$ cat src/rtl/turn_sequencer_if.sv
// Shared screen-state type and the peer move link (tx/rx valid/ready).
// master = sequencer side, slave = peer side.
package turn_sequencer_pkg;
  typedef enum logic [1:0] {
    TITLE_SCREEN = 2'd0,
    CHESS_SCREEN = 2'd1,
    END_SCREEN   = 2'd2,
    MENU_SCREEN  = 2'd3
  } screen_state_t;
endpackage

// Ports:
//  rx_valid/rx_data/rx_ready : remote move into the sequencer
//  tx_valid/tx_data/tx_ready : local move out to the peer
interface turn_sequencer_if;
  logic        rx_valid;
  logic [11:0] rx_data;
  logic        rx_ready;
  logic        tx_valid;
  logic [11:0] tx_data;
  logic        tx_ready;

  modport master (
    input  rx_valid, rx_data, tx_ready,
    output rx_ready, tx_valid, tx_data
  );

  modport slave (
    output rx_valid, rx_data, tx_ready,
    input  rx_ready, tx_valid, tx_data
  );
endinterface

$ cat src/rtl/turn_sequencer.sv
// Turn sequencer: owns the 8x8 board, commits local/remote moves.
// Ports: CLOCK_50, reset (sync, high), sys_state, player, new_game,
//  moved, move_packet, link (peer tx/rx), stable_board[x][y],
//  curr_player, move_count, move_reject, game_over, winner, link_error.
module turn_sequencer
  import turn_sequencer_pkg::*;
#(
  parameter int TX_TIMEOUT = 50_000_000,
  parameter int CNT_W      = 8
) (
  input  logic                 CLOCK_50,
  input  logic                 reset,
  input  screen_state_t        sys_state,
  input  logic                 player,
  input  logic                 new_game,
  input  logic                 moved,
  input  logic [11:0]          move_packet,
  turn_sequencer_if.master     link,
  output logic [7:0][7:0][3:0] stable_board,
  output logic                 curr_player,
  output logic [CNT_W-1:0]     move_count,
  output logic                 move_reject,
  output logic                 game_over,
  output logic                 winner,
  output logic                 link_error
);

  localparam int TW = $clog2(TX_TIMEOUT + 1);

  typedef enum logic [2:0] {
    S_WAIT,
    S_CHECK,
    S_APPLY,
    S_TX,
    S_TOGGLE,
    S_HALT
  } state_t;

  state_t               state_q;
  logic [7:0][7:0][3:0] board_q;
  logic [11:0]          pkt_q;
  logic                 local_q;
  logic                 cur_q;
  logic [CNT_W-1:0]     cnt_q;
  logic                 rej_q;
  logic                 over_q;
  logic                 win_q;
  logic                 lerr_q;
  logic                 txv_q;
  logic [TW-1:0]        tmr_q;

  function automatic logic [3:0] back_rank(input int x);
    unique case (x)
      0, 7:    return 4'd3;
      1, 6:    return 4'd1;
      2, 5:    return 4'd2;
      3:       return 4'd4;
      default: return 4'd5;
    endcase
  endfunction

  function automatic logic [7:0][7:0][3:0] start_board();
    logic [7:0][7:0][3:0] b;
    for (int x = 0; x < 8; x++) begin
      for (int y = 0; y < 8; y++) begin
        b[x][y] = 4'hF;
      end
      b[x][0] = back_rank(x);
      b[x][1] = 4'd0;
      b[x][6] = 4'd6;
      b[x][7] = back_rank(x) + 4'd6;
    end
    return b;
  endfunction

  // Colour 1 owns codes 0-5, colour 0 owns 6-11.
  function automatic logic owns(input logic [3:0] code,
                                input logic       c);
    if (c) return code <= 4'd5;
    return (code >= 4'd6) && (code <= 4'd11);
  endfunction

  logic [2:0] sx, sy, dx, dy;
  logic [3:0] src_pc, dst_pc;
  logic       chess;
  logic       remote_turn;
  logic       bad_move;
  logic       tx_hs;

  assign sx          = pkt_q[11:9];
  assign sy          = pkt_q[8:6];
  assign dx          = pkt_q[5:3];
  assign dy          = pkt_q[2:0];
  assign src_pc      = board_q[sx][sy];
  assign dst_pc      = board_q[dx][dy];
  assign chess       = (sys_state == CHESS_SCREEN);
  assign remote_turn = (cur_q != player);
  assign tx_hs       = txv_q && link.tx_ready;

  assign bad_move = ({sx, sy} == {dx, dy})
                 || (src_pc == 4'hF)
                 || !owns(src_pc, cur_q)
                 || owns(dst_pc, cur_q);

  // Accept is combinational so the peer sees it in the offer cycle.
  assign link.rx_ready = !reset && !new_game && chess
                      && (state_q == S_WAIT) && remote_turn
                      && link.rx_valid;

  assign link.tx_valid = txv_q;
  assign link.tx_data  = pkt_q;
  assign stable_board  = board_q;
  assign curr_player   = cur_q;
  assign move_count    = cnt_q;
  assign move_reject   = rej_q;
  assign game_over     = over_q;
  assign winner        = win_q;
  assign link_error    = lerr_q;

  always_ff @(posedge CLOCK_50) begin
    if (reset || new_game) begin
      state_q <= S_WAIT;
      board_q <= start_board();
      pkt_q   <= '0;
      local_q <= 1'b0;
      cur_q   <= 1'b0;
      cnt_q   <= '0;
      rej_q   <= 1'b0;
      over_q  <= 1'b0;
      win_q   <= 1'b0;
      lerr_q  <= 1'b0;
      txv_q   <= 1'b0;
      tmr_q   <= '0;
    end else begin
      rej_q <= 1'b0;
      unique case (state_q)
        S_WAIT: begin
          if (chess) begin
            if (!remote_turn) begin
              if (moved) begin
                pkt_q   <= move_packet;
                local_q <= 1'b1;
                state_q <= S_CHECK;
              end
            end else if (link.rx_valid) begin
              pkt_q   <= link.rx_data;
              local_q <= 1'b0;
              state_q <= S_CHECK;
            end
          end
        end
        S_CHECK: begin
          if (chess) begin
            if (bad_move) begin
              rej_q   <= 1'b1;
              state_q <= S_WAIT;
            end else begin
              state_q <= S_APPLY;
            end
          end
        end
        S_APPLY: begin
          if (chess) begin
            board_q[dx][dy] <= src_pc;
            board_q[sx][sy] <= 4'hF;
            if (dst_pc == 4'd5 || dst_pc == 4'd11) begin
              over_q <= 1'b1;
              win_q  <= cur_q;
            end
            if (local_q) begin
              state_q <= S_TX;
              txv_q   <= 1'b1;
              tmr_q   <= '0;
            end else begin
              state_q <= S_TOGGLE;
            end
          end
        end
        // The peer link must drain even off the chess screen.
        S_TX: begin
          if (tx_hs) begin
            txv_q   <= 1'b0;
            state_q <= S_TOGGLE;
          end else if (tmr_q == TW'(TX_TIMEOUT - 1)) begin
            txv_q   <= 1'b0;
            lerr_q  <= 1'b1;
            state_q <= S_HALT;
          end else begin
            tmr_q <= tmr_q + 1'b1;
          end
        end
        S_TOGGLE: begin
          if (chess) begin
            cur_q <= ~cur_q;
            if (cnt_q != '1) cnt_q <= cnt_q + 1'b1;
            state_q <= over_q ? S_HALT : S_WAIT;
          end
        end
        S_HALT: begin
          state_q <= S_HALT;
        end
        default: begin
          state_q <= S_WAIT;
        end
      endcase
    end
  end

endmodule

$ cat src/flat_wrapper.sv
// flat-port wrapper written by rule: the top's interface ports become plain ports
module turn_sequencer_flat import turn_sequencer_pkg::*;
#(
  parameter int TX_TIMEOUT = 50_000_000,
  parameter int CNT_W      = 8
)
  (CLOCK_50, reset, sys_state, player, new_game, moved, move_packet, stable_board, curr_player, move_count, move_reject, game_over, winner, link_error, link_rx_valid, link_rx_data, link_tx_ready, link_rx_ready, link_tx_valid, link_tx_data);
  turn_sequencer_if link_i ();
  input  logic CLOCK_50;
  input  logic reset;
  input  screen_state_t sys_state;
  input  logic player;
  input  logic new_game;
  input  logic moved;
  input  logic [11:0] move_packet;
  output logic [7:0][7:0][3:0] stable_board;
  output logic curr_player;
  output logic [CNT_W-1:0] move_count;
  output logic move_reject;
  output logic game_over;
  output logic winner;
  output logic link_error;
  input wire logic [$bits(link_i.rx_valid)-1:0] link_rx_valid;
  input wire logic [$bits(link_i.rx_data)-1:0] link_rx_data;
  input wire logic [$bits(link_i.tx_ready)-1:0] link_tx_ready;
  output wire logic [$bits(link_i.rx_ready)-1:0] link_rx_ready;
  output wire logic [$bits(link_i.tx_valid)-1:0] link_tx_valid;
  output wire logic [$bits(link_i.tx_data)-1:0] link_tx_data;
  assign link_i.rx_valid = link_rx_valid;
  assign link_i.rx_data = link_rx_data;
  assign link_i.tx_ready = link_tx_ready;
  assign link_rx_ready = link_i.rx_ready;
  assign link_tx_valid = link_i.tx_valid;
  assign link_tx_data = link_i.tx_data;
  turn_sequencer #(.TX_TIMEOUT(TX_TIMEOUT), .CNT_W(CNT_W)) u_core (.CLOCK_50(CLOCK_50), .reset(reset), .sys_state(sys_state), .player(player), .new_game(new_game), .moved(moved), .move_packet(move_packet), .link(link_i), .stable_board(stable_board), .curr_player(curr_player), .move_count(move_count), .move_reject(move_reject), .game_over(game_over), .winner(winner), .link_error(link_error));
endmodule
$ cat config.mk
export PLATFORM = sky130hd
export DESIGN_NAME = turn_sequencer_flat
export DESIGN_NICKNAME = d
export VERILOG_FILES = /design/src/rtl/turn_sequencer_if.sv /design/src/rtl/turn_sequencer.sv /design/src/flat_wrapper.sv
export SDC_FILE = /design/constraint.sdc
export NUM_CORES = 1
export LEC_CHECK = 0
export BUFFER_PORTS_ARGS = -buffer_cell sky130_fd_sc_hd__buf_2
export CAP_MARGIN = 20
export CORE_MARGIN = 3
export CORE_UTILIZATION = 45
export CTS_CLUSTER_DIAMETER = 80
export DETAILED_ROUTE_END_ITERATION = 10
export PLACE_DENSITY_LB_ADDON = 0.3
export SYNTH_ARGS = -nofsm -noshare
export SYNTH_HDL_FRONTEND = slang
export SYNTH_SLANG_ARGS = --single-unit
$ cat constraint.sdc
create_clock -name CLOCK_50 -period 4.3 [get_ports CLOCK_50]
set_input_delay 0.645 -clock CLOCK_50 [delete_from_list [all_inputs] [get_ports CLOCK_50]]
set_output_delay 0.645 -clock CLOCK_50 [all_outputs]
set_load 0.01 [all_outputs]
After elaboration in Yosys (flattened, before gate mapping)

Index checks and enable logic that the tools add are counted.

Latch bits: 0
Bits of input ports: 33
Word-level logic and storage cells: 205
Output and inout port bits: 283
Bits in registers: 312
Memory bits (read-only): 0
Bits in writable memories: 0
Memories kept: 0

Add/subtract/negate cells: 2
Equality and inequality tests: 24
$lt $le $gt $ge: 14
Reductions and logical operators: 33
Bitwise gates (word level): 5
Multipliers: 0
Mux-type cells: 52
Shifts and indexed selects: 0
Divide/modulo/power cells: 0

Operators with widths:

| operator                | number |
|---|---|
| $bwmux W256             | 1 |
| $or A256 B256 Y256      | 1 |
| $bmux W32 S3            | 2 |
| $demux W32 S3           | 2 |
| $mux W32                | 4 |
| $mux W26                | 4 |
| $pmux W26 S2            | 1 |
| $mux W12                | 3 |
| $mux W3                 | 11 |
| $add A26 B1 Y26 const B | 1 |
| $eq A26 B26 Y1 const B  | 1 |
| $bmux W4 S3             | 2 |
| $demux W4 S3            | 2 |
| $pmux W3 S6             | 1 |
| $lt A3 B4 Y1 const B    | 4 |
| $mux W4                 | 4 |
| $mux W1                 | 13 |
| $ge A3 B1 Y1 const B    | 4 |
| $logic_and A1 B1 Y1     | 12 |
| $ne A2 B1 Y1 const B    | 5 |
| $reduce_and A3 Y1       | 3 |
| $add A8 B1 Y8 const B   | 1 |
| $eq A4 B4 Y1 const B    | 2 |
| $ge A4 B3 Y1 const B    | 2 |
| 26 further kinds        | 44 |

Longest topological paths before layout

Gate-level depths: netlist of the first run.

Word-level depth: 13
Gate-level depth with buffers: 13
Gate-level depth less buffers: 9

Worst setup path before layout of the first run

Ideal clock, no wire load.

Path type: register to register
Start: register u_core.pkt_q[9], in the netlist u_core.link.tx_data[9]
End: register u_core.board_q, in the netlist u_core.stable_board[225]
Path slack: 1.212 ns
Period minus slack after synthesis: 3.088 ns
Arrival time: 2.958 ns
Buffers on the path: 5
Library setup time: 0.129 ns
Data required time: 4.171 ns
Stages on the path, launching flop included: 12
Cell sequence: dfxtp_1 buf_2 buf_2 buf_2 mux4_2 a221oi_1 nor2_1 or4_1 clkbuf_1 clkbuf_1 o22ai_1 nand2_1

Cells in the longest elaborated chain, start to end: 6
Elaborated cells on any way between the ends: 11
Classes of those cells: order compare: 2; mux: 7; bitwise: 1; reduce/logical: 1

RTL lines:

| item                                    | line                  | RTL |
|---|---|---|
| start: declaration                      | turn_sequencer.sv:41  | `logic [11:0] pkt_q;` |
| start signal: assignment                | turn_sequencer.sv:141 | `pkt_q <= move_packet;` |
| start signal: assignment                | turn_sequencer.sv:146 | `pkt_q <= link.rx_data;` |
| $bmux W32 S3                            | turn_sequencer.sv:94  | `assign src_pc = board_q[sx][sy];` |
| $mux W32 (implied by the code)          | turn_sequencer.sv:94  |  |
| $bmux W4 S3                             | turn_sequencer.sv:94  |  |
| $mux W4 (implied by the code)           | turn_sequencer.sv:94  |  |
| $bwmux W256                             | turn_sequencer.sv:164 | `board_q[dx][dy] <= src_pc;` |
| $or A256 B256 Y256 (no source line) (*) | --                    |  |
| end signal: assignment                  | turn_sequencer.sv:123 | `board_q <= start_board();` |
| end signal: indexed assignment          | turn_sequencer.sv:164 |  |
| end: declaration                        | turn_sequencer.sv:40  | `logic [7:0][7:0][3:0] board_q;` |

Mark *: on every way between the ends. The rest lies on a longest branch, timed or not. The select of a mux whose other input is x is not followed.
A chain may end at the register's enable or synchronous reset.

Final worst setup path of the first run

Start: register u_core.pkt_q[9], in the netlist u_core.link.tx_data[9]
End: register u_core.board_q, in the netlist u_core.stable_board[55]

Same word-level chain as after synthesis.

==> impl_metrics.ini, run 1 <==
[run_status]
status = completed

[grt]
use_met1_pct = 50.4
grt_max_degree = 232
use_met3_pct = 11.1
top_usage_layer = met2
grt_usage_pct = 37.9
grt_pass1_wl_microns = 112000
overflow = 0
use_met2_pct = 56.5
antenna_found_initial = 3
grt_pass1_vias = 16800

[yosys]
ys_top_cells_by_area = dfxtp_1, mux4_2, nand2_1
ys_types = 62
synth_area_sq_um = 16600
synthesis.nets = 1934
synth_common_cells = nand2_1, dfxtp_1, o22ai_1
ys_ff_latch = 312
synth_edf_count = 0
synth_top_family_by_area = compound AO/OA/AOI/OAI gates
ys_async_sr_fraction_pct = 0
ys_seq_area_share_pct = 37.6
synth_cells = 1899
synth-simple-area-share_pct = 17.6
synth_top_cell_by_area = dfxtp_1
synth_mux_area_share_pct = 16.5
ys.flop_type = dfxtp_1
synth_top_area_share_pct = 37.6
synth_most_common_cell = nand2_1
synthAdderAreaFrac_pct = 0.151
synth_compound_area_share_pct = 21.9
ys_warn_count = 0
syn_avg_cell_area_sq_um = 8.76
synth_xor_area_share_pct = 2.05

[setup_path]
crit_arrival_ns = 4.35
crit_fanout = 27
end_kind = flip-flop
path_class = reg -> reg
crit_buf_inv = 2
required_ns = 4.68
slowest_stage = or4_1
cp_cell_sequence = buf_4, and3_1, a22o_1, o31ai_1, buf_4, o2111ai_1, or4_2, or4_1, o22ai_1, nand2_1
critPathLaunchType = flip-flop
critPathTopFamily = simple AND/OR/NAND/NOR gates
crit_top_cell = buf_4
max_stage_delay_ns = 0.73

[pwr]
power_leakage_nw = 7.14
powerDensity_nw_per_um2 = 318
ir_drop_mv = 0.243

[floorplan]
num_rows = 69
die_w_microns = 198
start_util_pct = 46.2
fp.dieH_microns = 198
io_pins = 316
dieArea_sq_um = 39300
core_area_sq_um = 36000

[place]
dp_hpwl_microns = 55500
gp_congestion = 1.02
io_buffers = 315
placedCellCount = 2602

[sta]
max-slew-margin-rel_pct = 5.58
fin_crit_sh_pct = 92.3
clock_skew_ns = 0.0195
final-max-slew-violation-count = 0
finalHoldViolCount = 0
tightest_slew_ns = 1.42
layout_min_cycle_time_ns = 3.97
grt_setup_unrepaired = false
clock.fmax_ghz = 0.252
report.final.setup_viol = 0
fin_tns_setup_ns = 0

[cells_and_area]
multiInputGateArea_sq_um = 9750
final-seq-area_sq_um = 6260
fill_cells = 3257
final_nets = 2214
fin_cells = 2667
area_delta_synth_final_pct = 21.2
layout-drive-gt1-share_pct = 28.3

[cts]
cts_resized = 0
cts.htree.levels = 2
cts_made_buffers = 35
cts_buffer_depth = 3
clk_pin_slew_ns = 0.06
clock_latency_ns = 0.55
cts_tree = yes
cts_hold_buffers = 0
cts_sinks = 312
cts_post_setup_buffers_inserted = 0
cts_root_buffer = clkbuf_16

[routing]
vias = 18200
ant_nets = 0
wl_microns = 77100
wire_per_inst_microns = 28.9
post_drt_via_cell_ratio = 6.82
drcViolationCount = 0
drtIter0Drc = 2834
dr.pass1.iters = 8

[run]
maxCapViolations = 0

[min_path]
hold_path_class = in -> reg
## metrics by stage
step / area, sq um / utilization, % / power [W] / hold WS [ns] / setup slack, ns
2_1_floorplan: 16600 / - / 0.00322 / 0.471 / 1.21
6_report: 20200 / 56.0 / 0.00641 / 0.447 / 0.330
4_1_cts: 20100 / 55.9 / 0.00640 / 0.429 / 0.513
3_5_place_dp: 19000 / 52.7 / 0.00338 / 0.448 / 0.544
5_1_grt: 20100 / 56.0 / 0.00655 / 0.470 / 0.344
3_3_place_gp: 19000 / 52.7 / 0.00337 / 0.441 / 0.550
## worst register-to-register path, delay by kind of cell (launching register included)
kind                   cells  cell delay (ns)
AOI/OAI and AO/OA          4             1.05
buffers and inverters      2             0.49
DFF                        1             0.50
and+or+nand+nor            4             1.76
## layout make-up
class,count,share of cell area (%)
inverters,11,0.205
diodes,2,0.0248
repair buffers,410,11.6
well taps,461,2.86
clock inverters,12,0.615
multi-input cells,1409,48.4
flip-flops and latches,312,31.1
clock buffers,50,5.23
## layout by cell type, fill, tap and decap left out, types with 5 or more instances in the layout
cell and count:
nand4_1 11, or2_2 5, a22oi_1 39, xnor2_1 13, and3_1 17, clkbuf_1 5
clkbuf_8 8, nand2b_1 10, mux2i_1 118, a221oi_1 22, inv_1 11, o31ai_1 5
o22ai_1 209, nor2b_1 6, nand3_1 84, mux4_2 67, buf_4 90, a22o_1 17
dfxtp_1 306, a211oi_1 16, nor3_1 20, clkinv_2 5, o211ai_1 5, nor2_1 87
and2_1 6, mux2_2 5, o221a_2 52, buf_2 315, a21oi_1 109, nor3b_1 14
o21ai_0 24, xor2_1 25, clkbuf_16 37, nand2_1 350
## registers in the layout, summed over array words and instances, names as in the netlist
name	count
u_core.stable_board	256
u_core.tmr_q	26
u_core.link.tx_data	12
u_core.move_count	8
u_core.state_q	3
u_core.curr_player	1
u_core.game_over	1
u_core.link.tx_valid	1
u_core.link_error	1
u_core.local_q	1
u_core.move_reject	1
u_core.winner	1
## final timing paths
path                                       startpoint                                   end  slack, ns  depth (start not counted)
hold / removal                          link_tx_ready     u_core.link.tx_valid$_SDFFE_PP0P_       0.45                          4
setup / recovery  u_core.link.tx_data[9]$_SDFFE_PP0P_  u_core.stable_board[55]$_SDFFE_PP1P_       0.33                         10
setup reg to reg  u_core.link.tx_data[9]$_SDFFE_PP0P_  u_core.stable_board[55]$_SDFFE_PP1P_       0.33                         10
hold reg to reg            u_core.winner$_SDFFE_PP0P_            u_core.winner$_SDFFE_PP0P_       0.46                          2
## cells by family after synthesis
logic type                 count (synthesis)
xor gates and xnor gates                  39
adders and majority gates                  2
AOI/OAI and AO/OA                        526
buffers and inverters                    178
muxes                                    190
DFF                                      312
and+or+nand+nor                          652
## routing by layer
metal,vias up,routed length [microns]
li1,7747,-
met1,8661,28800
met2,1483,33000
met3,293,10700
met4,2,4540
met5,-,13
## power by group
group | leakage [nW] | switching [W] | total [W] | internal, W
combinational | 4.05 | 0.000293 | 0.000422 | 0.000129
sequential | 2.52 | 0.0000173 | 0.00291 | 0.00289
clock | 0.572 | 0.00125 | 0.00308 | 0.00183
(Power assumes the default switching activity.)
==> run 2: changes to the inputs <==
--- a/config.mk
+++ b/config.mk
@@ -5,12 +5,12 @@
 export SDC_FILE = /design/constraint.sdc
 export NUM_CORES = 1
 export LEC_CHECK = 0
-export BUFFER_PORTS_ARGS = -buffer_cell sky130_fd_sc_hd__buf_2
 export CAP_MARGIN = 20
 export CORE_MARGIN = 3
 export CORE_UTILIZATION = 45
 export CTS_CLUSTER_DIAMETER = 80
 export DETAILED_ROUTE_END_ITERATION = 10
+export DONT_BUFFER_PORTS = 1
 export PLACE_DENSITY_LB_ADDON = 0.3
 export SYNTH_ARGS = -nofsm -noshare
 export SYNTH_HDL_FRONTEND = slang
==> impl_metrics.ini, run 2 (synthesis results as in run 1) <==
[routing]
post_drt_via_cell_ratio = 7.27
wire_per_inst_microns = 32.9
wl_microns = 77000
drcViolationCount = 0
dr.pass1.iters = 8
drtIter0Drc = 2568
ant_nets = 0
vias = 17000

[sta]
clock.fmax_ghz = 0.236
max-slew-margin-rel_pct = -1.02
fin_crit_sh_pct = 98.5
report.final.setup_viol = 0
finalHoldViolCount = 0
tightest_slew_ns = 1.52
grt_setup_unrepaired = false
final-max-slew-violation-count = 44
clock_skew_ns = 0.0167
layout_min_cycle_time_ns = 4.23

[setup_path]
cp_cell_sequence = buf_4, nand2b_1, o22ai_1, o31ai_1, o2111ai_1, or4_2, buf_4, or2_1, o22ai_1, nand2_1
critPathTopFamily = simple AND/OR/NAND/NOR gates
crit_arrival_ns = 4.62
crit_fanout = 40
path_class = reg -> reg
slowest_stage = or4_2
crit_buf_inv = 2
critPathLaunchType = flip-flop
max_stage_delay_ns = 0.62
required_ns = 4.69
end_kind = flip-flop

[floorplan]
io_pins = 316
num_rows = 69
dieArea_sq_um = 39300
core_area_sq_um = 36000
die_w_microns = 198
fp.dieH_microns = 198
start_util_pct = 46.2

[grt]
grt_pass1_vias = 15700
overflow = 0
grt_max_degree = 232
antenna_found_initial = 1
grt_pass1_wl_microns = 110000
grt_usage_pct = 37.7

[run_status]
status = finished, violations left
violations = max-slew violations

[cells_and_area]
fill_cells = 3296
area_delta_synth_final_pct = 12.2
final_nets = 1889
n_antenna_cell = 0
layout_common_cells = nand2_1, dfxtp_1, o22ai_1
fin_area_sq_um = 18600
largest_reg_flops = 256
layout-drive-gt1-share_pct = 16.3
fin_cells = 2341
final_common_cell = nand2_1

[cts]
cts_made_buffers = 35
clock_latency_ns = 0.57
clk_pin_slew_ns = 0.06
cts_sinks = 312
cts_buffer_depth = 3
cts.htree.levels = 2
cts_root_buffer = clkbuf_16
cts_tree = yes

[place]
io_buffers = 0
placedCellCount = 2277
gp_congestion = 1.02
dp_hpwl_microns = 54900
placed_cell_area_sq_um = 17300

[pwr]
powerDensity_nw_per_um2 = 358
p_total_w = 0.00667
power.switching_w = 0.00161
clkPwrFrac_pct = 50.2
seq_power_share_pct = 43.7
combPwrFrac_pct = 6.1
p_int_w = 0.00506
power_leakage_nw = 6.02
swShare_pct = 24.2
ir_drop_mv = 0.254

[min_path]
hold_path_class = in -> reg

[run]
maxCapViolations = 0
-- run 2: changes by cell type in the layout (fill, tap and decap cells not counted), moves of 2 or more --
cell       previous run  this run
nor3_1               20        18
nor3b_1              14        12
buf_4                90        79
buf_12                4         6
nor3b_2               3         5
bufinv_16             2         6
inv_6                 1         3
clkbuf_1              5         3
clkinv_2              5         2
buf_2               315         0
diode_2               2         0
nor3_2                3         5
-- run 2: timing repair --
item,4_1_cts,5_1_grt
setup endpoints to repair,5,1
hold buffers,0,0
setup buffers,1,0
pin swaps,0,0
resized for setup,0,1
-- run 2: through the flow --
step | setup TNS (ns) | hold WS (ns) | worst slack (ns) | utilization [%]
floorplan | 0 | 0.471 | 1.21 | -
global placement | 0 | 0.495 | 0.0308 | 48.2
detailed placement | -0.0105 | 0.507 | -0.0101 | 48.2
CTS | 0 | 0.294 | 0.197 | 51.8
global route | 0 | 0.317 | 0.00151 | 51.8
finish | 0 | 0.310 | 0.0653 | 51.8
-- run 2: power by group through the flow --
| stage | Sequential [W] | Combinational [W] | Clock [W] |
|---|---|---|---|
| after floorplan | 0.00296 | 0.000263 | 0 |
| after global placement | 0.00298 | 0.000386 | 0 |
| after detailed placement | 0.00298 | 0.000390 | 0 |
| after CTS | 0.00291 | 0.000394 | 0.00336 |
| after global routing | 0.00291 | 0.000418 | 0.00349 |
| final | 0.00291 | 0.000404 | 0.00335 |
-- run 2: layer usage --
metal	track usage, %	share of wire, %	vias up
met2	55.7	42	1470
met1	49.5	37	8109
met3	13.8	15	320
met5	0	0.021	-
li1	-	-	7107
met4	16.9	5.8	2
-- run 2: tightest hold or removal path, delay by kind of cell --
family	cells	cell delay [ns]
AO/OA/AOI/OAI	2	0.09
AND/OR/NAND/NOR	1	0.08
-- run 2: final timing paths --
kind	from	to	slack (ns)	depth (start not counted)
max reg2reg	u_core.link.tx_data[11]$_SDFFE_PP0P_	u_core.stable_board[19]$_SDFFE_PP1P_	0.07	10
max	u_core.link.tx_data[11]$_SDFFE_PP0P_	u_core.stable_board[19]$_SDFFE_PP1P_	0.07	10
min reg2reg	u_core.tmr_q[6]$_SDFFE_PP0P_	u_core.tmr_q[6]$_SDFFE_PP0P_	0.52	2
min	link_tx_ready	u_core.link.tx_valid$_SDFFE_PP0P_	0.31	3
-- run 2: layout make-up --
cell class	instances	area, sq um	area share [%]
clock inverter	16	259	1.39
inverter	11	41.3	0.221
multi-input combinational	1409	9780	52.4
sequential	312	6260	33.6
clock buffer	47	1020	5.48
timing repair buffer	85	713	3.82
tap	461	577	3.09
